===== config.mk =====
export PLATFORM = sky130hd
export DESIGN_NAME = piso_serializer
export DESIGN_NICKNAME = d
export VERILOG_FILES = /design/src/rtl/piso_pkg.sv /design/src/rtl/piso_serializer.sv
export SDC_FILE = /design/constraint.sdc
export NUM_CORES = 1
export LEC_CHECK = 0
export ABC_CLOCK_PERIOD_IN_PS = 1600
export CORE_ASPECT_RATIO = 0.9
export CORE_MARGIN = 2
export CORE_UTILIZATION = 30
export CTS_BUF_LIST = sky130_fd_sc_hd__clkbuf_8
export CTS_CLUSTER_DIAMETER = 150
export DETAILED_ROUTE_END_ITERATION = 8
export GPL_ROUTABILITY_DRIVEN = 1
export PLACE_DENSITY_LB_ADDON = 0.15
export SLEW_MARGIN = 40
export SYNTH_ARGS = -nofsm -noshare
export SYNTH_HDL_FRONTEND = slang
export SYNTH_SLANG_ARGS = --single-unit

===== constraint.sdc =====
create_clock -name clk -period 1.6 [get_ports clk]
set_input_delay 0.32 -clock clk [delete_from_list [all_inputs] [get_ports clk]]
set_output_delay 0.32 -clock clk [all_outputs]
set_load 0.02 [all_outputs]

===== src/rtl/piso_pkg.sv =====
// rtl/piso_pkg.sv - shared types and helpers for the parallel-in serial-out stage
package piso_pkg;

  typedef enum logic {
    ST_IDLE  = 1'b0,
    ST_SHIFT = 1'b1
  } state_e;

  // Bit-index counter width; never below one bit so the counter always exists.
  function automatic int cnt_width(input int width);
    return (width <= 2) ? 1 : $clog2(width);
  endfunction

endpackage


===== src/rtl/piso_serializer.sv =====
// rtl/piso_serializer.sv - word-to-bit serializer with one-entry hold for gapless streaming
module piso_serializer
  import piso_pkg::*;
#(
  parameter int WIDTH     = 8,
  parameter bit MSB_FIRST = 1'b1,
  parameter bit IDLE_BIT  = 1'b0
) (
  input  logic             clk,
  input  logic             rst,
  input  logic             load_valid,
  input  logic [WIDTH-1:0] load_data,
  output logic             load_ready,
  output logic             ser_out,
  output logic             ser_valid,
  output logic             frame_start,
  output logic             frame_done,
  output logic             busy
);

  localparam int            CW   = cnt_width(WIDTH);
  localparam logic [CW-1:0] LAST = CW'(WIDTH - 1);

  state_e           state_q, state_d;
  logic [WIDTH-1:0] sh_q, sh_d;
  logic [WIDTH-1:0] hold_q, hold_d;
  logic [CW-1:0]    cnt_q, cnt_d;
  logic             hold_full_q, hold_full_d;

  logic             accept;
  logic             shifting;
  logic             last_bit;
  logic [WIDTH-1:0] sh_next;

  assign load_ready = !hold_full_q;
  assign accept     = load_valid && load_ready;
  assign shifting   = (state_q == ST_SHIFT);
  assign last_bit   = (cnt_q == LAST);
  assign sh_next    = MSB_FIRST ? {sh_q[WIDTH-2:0], 1'b0} : {1'b0, sh_q[WIDTH-1:1]};

  assign ser_valid   = shifting;
  assign ser_out     = shifting ? (MSB_FIRST ? sh_q[WIDTH-1] : sh_q[0]) : IDLE_BIT;
  assign frame_start = shifting && (cnt_q == '0);
  assign frame_done  = shifting && last_bit;
  assign busy        = shifting || hold_full_q;

  always_comb begin
    state_d     = state_q;
    sh_d        = sh_q;
    cnt_d       = cnt_q;
    hold_d      = hold_q;
    hold_full_d = hold_full_q;
    case (state_q)
      ST_IDLE: begin
        if (accept) begin
          sh_d    = load_data;
          cnt_d   = '0;
          state_d = ST_SHIFT;
        end
      end
      ST_SHIFT: begin
        if (!last_bit) begin
          sh_d  = sh_next;
          cnt_d = cnt_q + 1'b1;
          if (accept) begin
            hold_d      = load_data;
            hold_full_d = 1'b1;
          end
        end else if (hold_full_q) begin
          // Held word always goes first; load_ready is low here so nothing newer can slip in.
          sh_d        = hold_q;
          hold_full_d = 1'b0;
          cnt_d       = '0;
        end else if (accept) begin
          sh_d  = load_data;
          cnt_d = '0;
        end else begin
          cnt_d   = '0;
          state_d = ST_IDLE;
        end
      end
      default: state_d = ST_IDLE;
    endcase
  end

  always_ff @(posedge clk) begin
    if (rst) begin
      state_q     <= ST_IDLE;
      sh_q        <= '0;
      cnt_q       <= '0;
      hold_q      <= '0;
      hold_full_q <= 1'b0;
    end else begin
      state_q     <= state_d;
      sh_q        <= sh_d;
      cnt_q       <= cnt_d;
      hold_q      <= hold_d;
      hold_full_q <= hold_full_d;
    end
  end

endmodule


==> summary.md <==
| Metric | Value |
|---|---|
| Outcome | complete, no violations |
| H-Tree Level Count | 1 |
| CTS sink cnt | 21 |
| XOR/XNOR share of the synthesized area | 0 |
| Iteration-0 DRC count of the detailed router | 49 |
| Clock slew at reported path FFs | 0.08 ns |
| Detailed Route WL | 2.36 mm |
| Die height | 60.5 µm |
| Setup CP Type | reg -> out |
| Maximum vdd ir drop | 0.448 mV |
| TritonCTS clock tree | done |
| Initial Util | 0.315 |
| CP max stage delay | 0.34 ns |
| Final setup vio count | 0 |
| CTS Buf Count | 3 |
| # diodes | 0 |
| RSZ-0062 raised after global routing | yes |
| Distinct cells, synth | 25 |
| Final Wtd Congestion | 0.728 |
| Post-layout util | 0.417 |
| Dominant cell type by area after synthesis | dfxtp_1 |
| Final slew viol count | 0 |
| Yosys warns | 0 |
| WP data required | 1.28 ns |
| Post-synthesis adder-cell area fraction | 0.0470 |
| Post-synth EDFFs | 0 |
| Crit Path Max Fanout | 2 |
| First-pass GRT wire length | 4.00 mm |
| # rows | 20 |
| Largest family of logic cells by synthesized area | multiplexers |
| Gr ovfl total | 0 |
| Worst Setup Start Kind | flop |
| # DRC | 0 |
| Worst-margin pin slew | 0.335 ns |
| Clock root buffer | clkbuf_8 |
| Synth area leaders | dfxtp_1 39%, mux2i_1 22%, a31o_2 5.8%, a21oi_1 5.2%, ha_1 4.7% |
| Total nets after synthesis | 124 |
| Via count | 844 |
| Fillcell total | 339 |
| Max cap viols | 0 |
| Per-cell routed wire length | 13.3 µm |
| Fin Clk Skew | 0.00307 ns |
| Placed Cells | 174 |
| Finished Layout Cells | 178 |
| First-pass iteration count of the detailed router | 4 |
| Crit-path slowest cell | dfxtp_2 |
| Critical path arrival | 1.25 ns |
| Total GRT Usage | 0.134 |
| Latest clock arrival within the worst-skew pair | 0.26 ns |
| CTS max path bufs | 2 |
| Post-route ant nets | 0 |
| Share of cells above drive strength 1 | 0.269 |
| Mux cell area share after synthesis | 0.216 |
| Total Nets Final | 150 |
| Final count of hold timing violations | 0 |
| Compound-Gate Fraction of Synth Area | 0.141 |
| Post-Syn Instances | 109 |
| Avg Cell Area, Syn | 9.77 µm² |
| Initial antenna violation count | 0 |
| Final period demand of the worst path | 1.57 ns |
| Vias in the first global route | 781 |
| Synth Cell Area | 1060 µm² |
| Most used flip-flop cell after synthesis | dfxtp_1 |
| Max_slew headroom | 0.776 |
| Synth top cells by count | 23 x mux2i_1, 21 x dfxtp_1, 11 x a21oi_1, 10 x nor2_1, 7 x a31o_2 |
| Pwr per Cell Area | 824 nW/µm² |
| Crit-path cells | ha_4 > ha_2 > and2_1 > buf_4 |
| Area share of and/or/nand/nor cells after synthesis | 0.129 |
| Vias/cell | 4.74 |
| Worst hold path class | reg -> reg |
| Final Cycle Share | 0.982 |
| Post-DP HPWL | 1.61 mm |
| Die area | 4040 µm² |
| Top cell type's share of synthesized area | 0.395 |
| # port buffers | 16 |
| Most frequent cell after synthesis | mux2i_1 |
| Die Wd | 66.8 µm |
| # Post-CTS Setup Buffers | 0 |
| Largest net degree at the start of global routing | 22 |
| Area growth from synthesis to layout | 32.3% |
| CP endpoint kind | primary output |
| Num ports | 17 |
| Synth Register Bits | 21 |
| Core Region | 3380 µm² |
| Post-synthesis sequential area ratio | 0.395 |
| Synth async-reset ratio | 0 |
| Leakage Power | 0.561 nW |
| Maximum operating frequency | 0.637 GHz |
==> stage by stage <==
stage / setup WS (ns) / instance area, µm² / hold WS, ns / setup TNS [ns] / power, mW
3_5_place_dp: -0.131 / 1330 / 0.488 / -0.490 / 0.823
5_1_grt: -0.0113 / 1410 / 0.521 / -0.0194 / 1.23
2_1_floorplan: 0.0558 / 1060 / 0.460 / 0 / 0.730
4_1_cts: -0.00102 / 1370 / 0.506 / -0.00102 / 1.17
3_3_place_gp: -0.0971 / 1330 / 0.478 / -0.494 / 0.821
6_report: 0.0294 / 1410 / 0.494 / 0 / 1.16
==> cells in the final DEF (no fill, tap or decap) <==
| master | n |
|---|---|
| inv_1 | 2 |
| clkdlybuf4s50_1 | 10 |
| and2_1 | 2 |
| nor2b_1 | 2 |
| a31oi_1 | 1 |
| a2111oi_2 | 1 |
| and4bb_1 | 1 |
| nand3_1 | 2 |
| nand2_1 | 6 |
| buf_12 | 1 |
| nor2_1 | 10 |
| a31o_2 | 7 |
| buf_6 | 3 |
| nor3b_1 | 1 |
| ha_2 | 2 |
| a21oi_1 | 11 |
| clkbuf_8 | 3 |
| clkinv_2 | 1 |
| nand2b_2 | 1 |
| dlygate4sd2_1 | 3 |
| mux2i_1 | 23 |
| ha_4 | 1 |
| a211oi_1 | 1 |
| o21ai_0 | 1 |
| dfxtp_2 | 3 |
| buf_4 | 10 |
| inv_2 | 2 |
| ha_1 | 1 |
| nand2b_1 | 1 |
| dfxtp_1 | 18 |
| nand3b_1 | 1 |
| dlymetal6s2s_1 | 1 |
| buf_8 | 1 |
==> worst max-delay path: cells and delay by family (launching register included) <==
| family | cells | cell delay (ns) |
|---|---|---|
| buffers and inverters | 1 | 0.15 |
| flip-flops | 1 | 0.34 |
| adder cells (fa/ha/maj) | 2 | 0.34 |
| AND/OR/NAND/NOR | 1 | 0.16 |
==> where the power goes <==
group	total, mW	leakage, nW	switching [mW]	internal [mW]
Clock	0.349	0.0255	0.175	0.174
Sequential	0.582	0.173	0.0236	0.559
Combinational	0.230	0.362	0.108	0.122
==> worst paths after layout <==
check	startpoint	to	slack, ns	cells after the start
max	cnt_q[0]$_SDFFE_PP0P_	frame_done	0.03	4
max reg2reg	cnt_q[0]$_SDFFE_PP0P_	hold_q[6]$_SDFFE_PP0P_	0.09	6
min	hold_q[4]$_SDFFE_PP0P_	hold_q[4]$_SDFFE_PP0P_	0.49	2
min reg2reg	hold_q[4]$_SDFFE_PP0P_	hold_q[4]$_SDFFE_PP0P_	0.49	2
==> routing by layer <==
metal	wire [µm]	GRT usage
met4	26	0.0437
met3	103	0.0371
met2	1060	0.194
met1	1180	0.193
met5	0	0
==> layout make-up <==
type	count	area [µm²]	area share
clock buffer	3	41.3	0.0293
clock inverter	1	5.00	0.00355
inverter	4	15.0	0.0107
multi-input combinational	76	586	0.416
sequential	21	424	0.301
tap	44	55.1	0.0391
timing repair buffer	29	283	0.201
==> cell families (layout without fill, tap and decap cells) <==
family          count (synthesis)  in the layout
compound gates                 22             22
fa+ha+maj                       4              4
buf+inv                        12             37
flops                          21             21
mux                            23             23
simple gates                   27             27
==> state kept, by name (all words and copies together), names as in the netlist <==
signal / cells
hold_full_q: 1
ser_valid: 1
sh_q: 8
hold_q: 8
cnt_q: 3
==> what timing repair did <==
item,CTS,global route
gates resized for setup,13,15
setup endpoints to repair,5,14
hold buffers,0,0
endpoints found under the hold margin,0,0
pin swaps,0,1
Power figures use the tool's default switching activity.
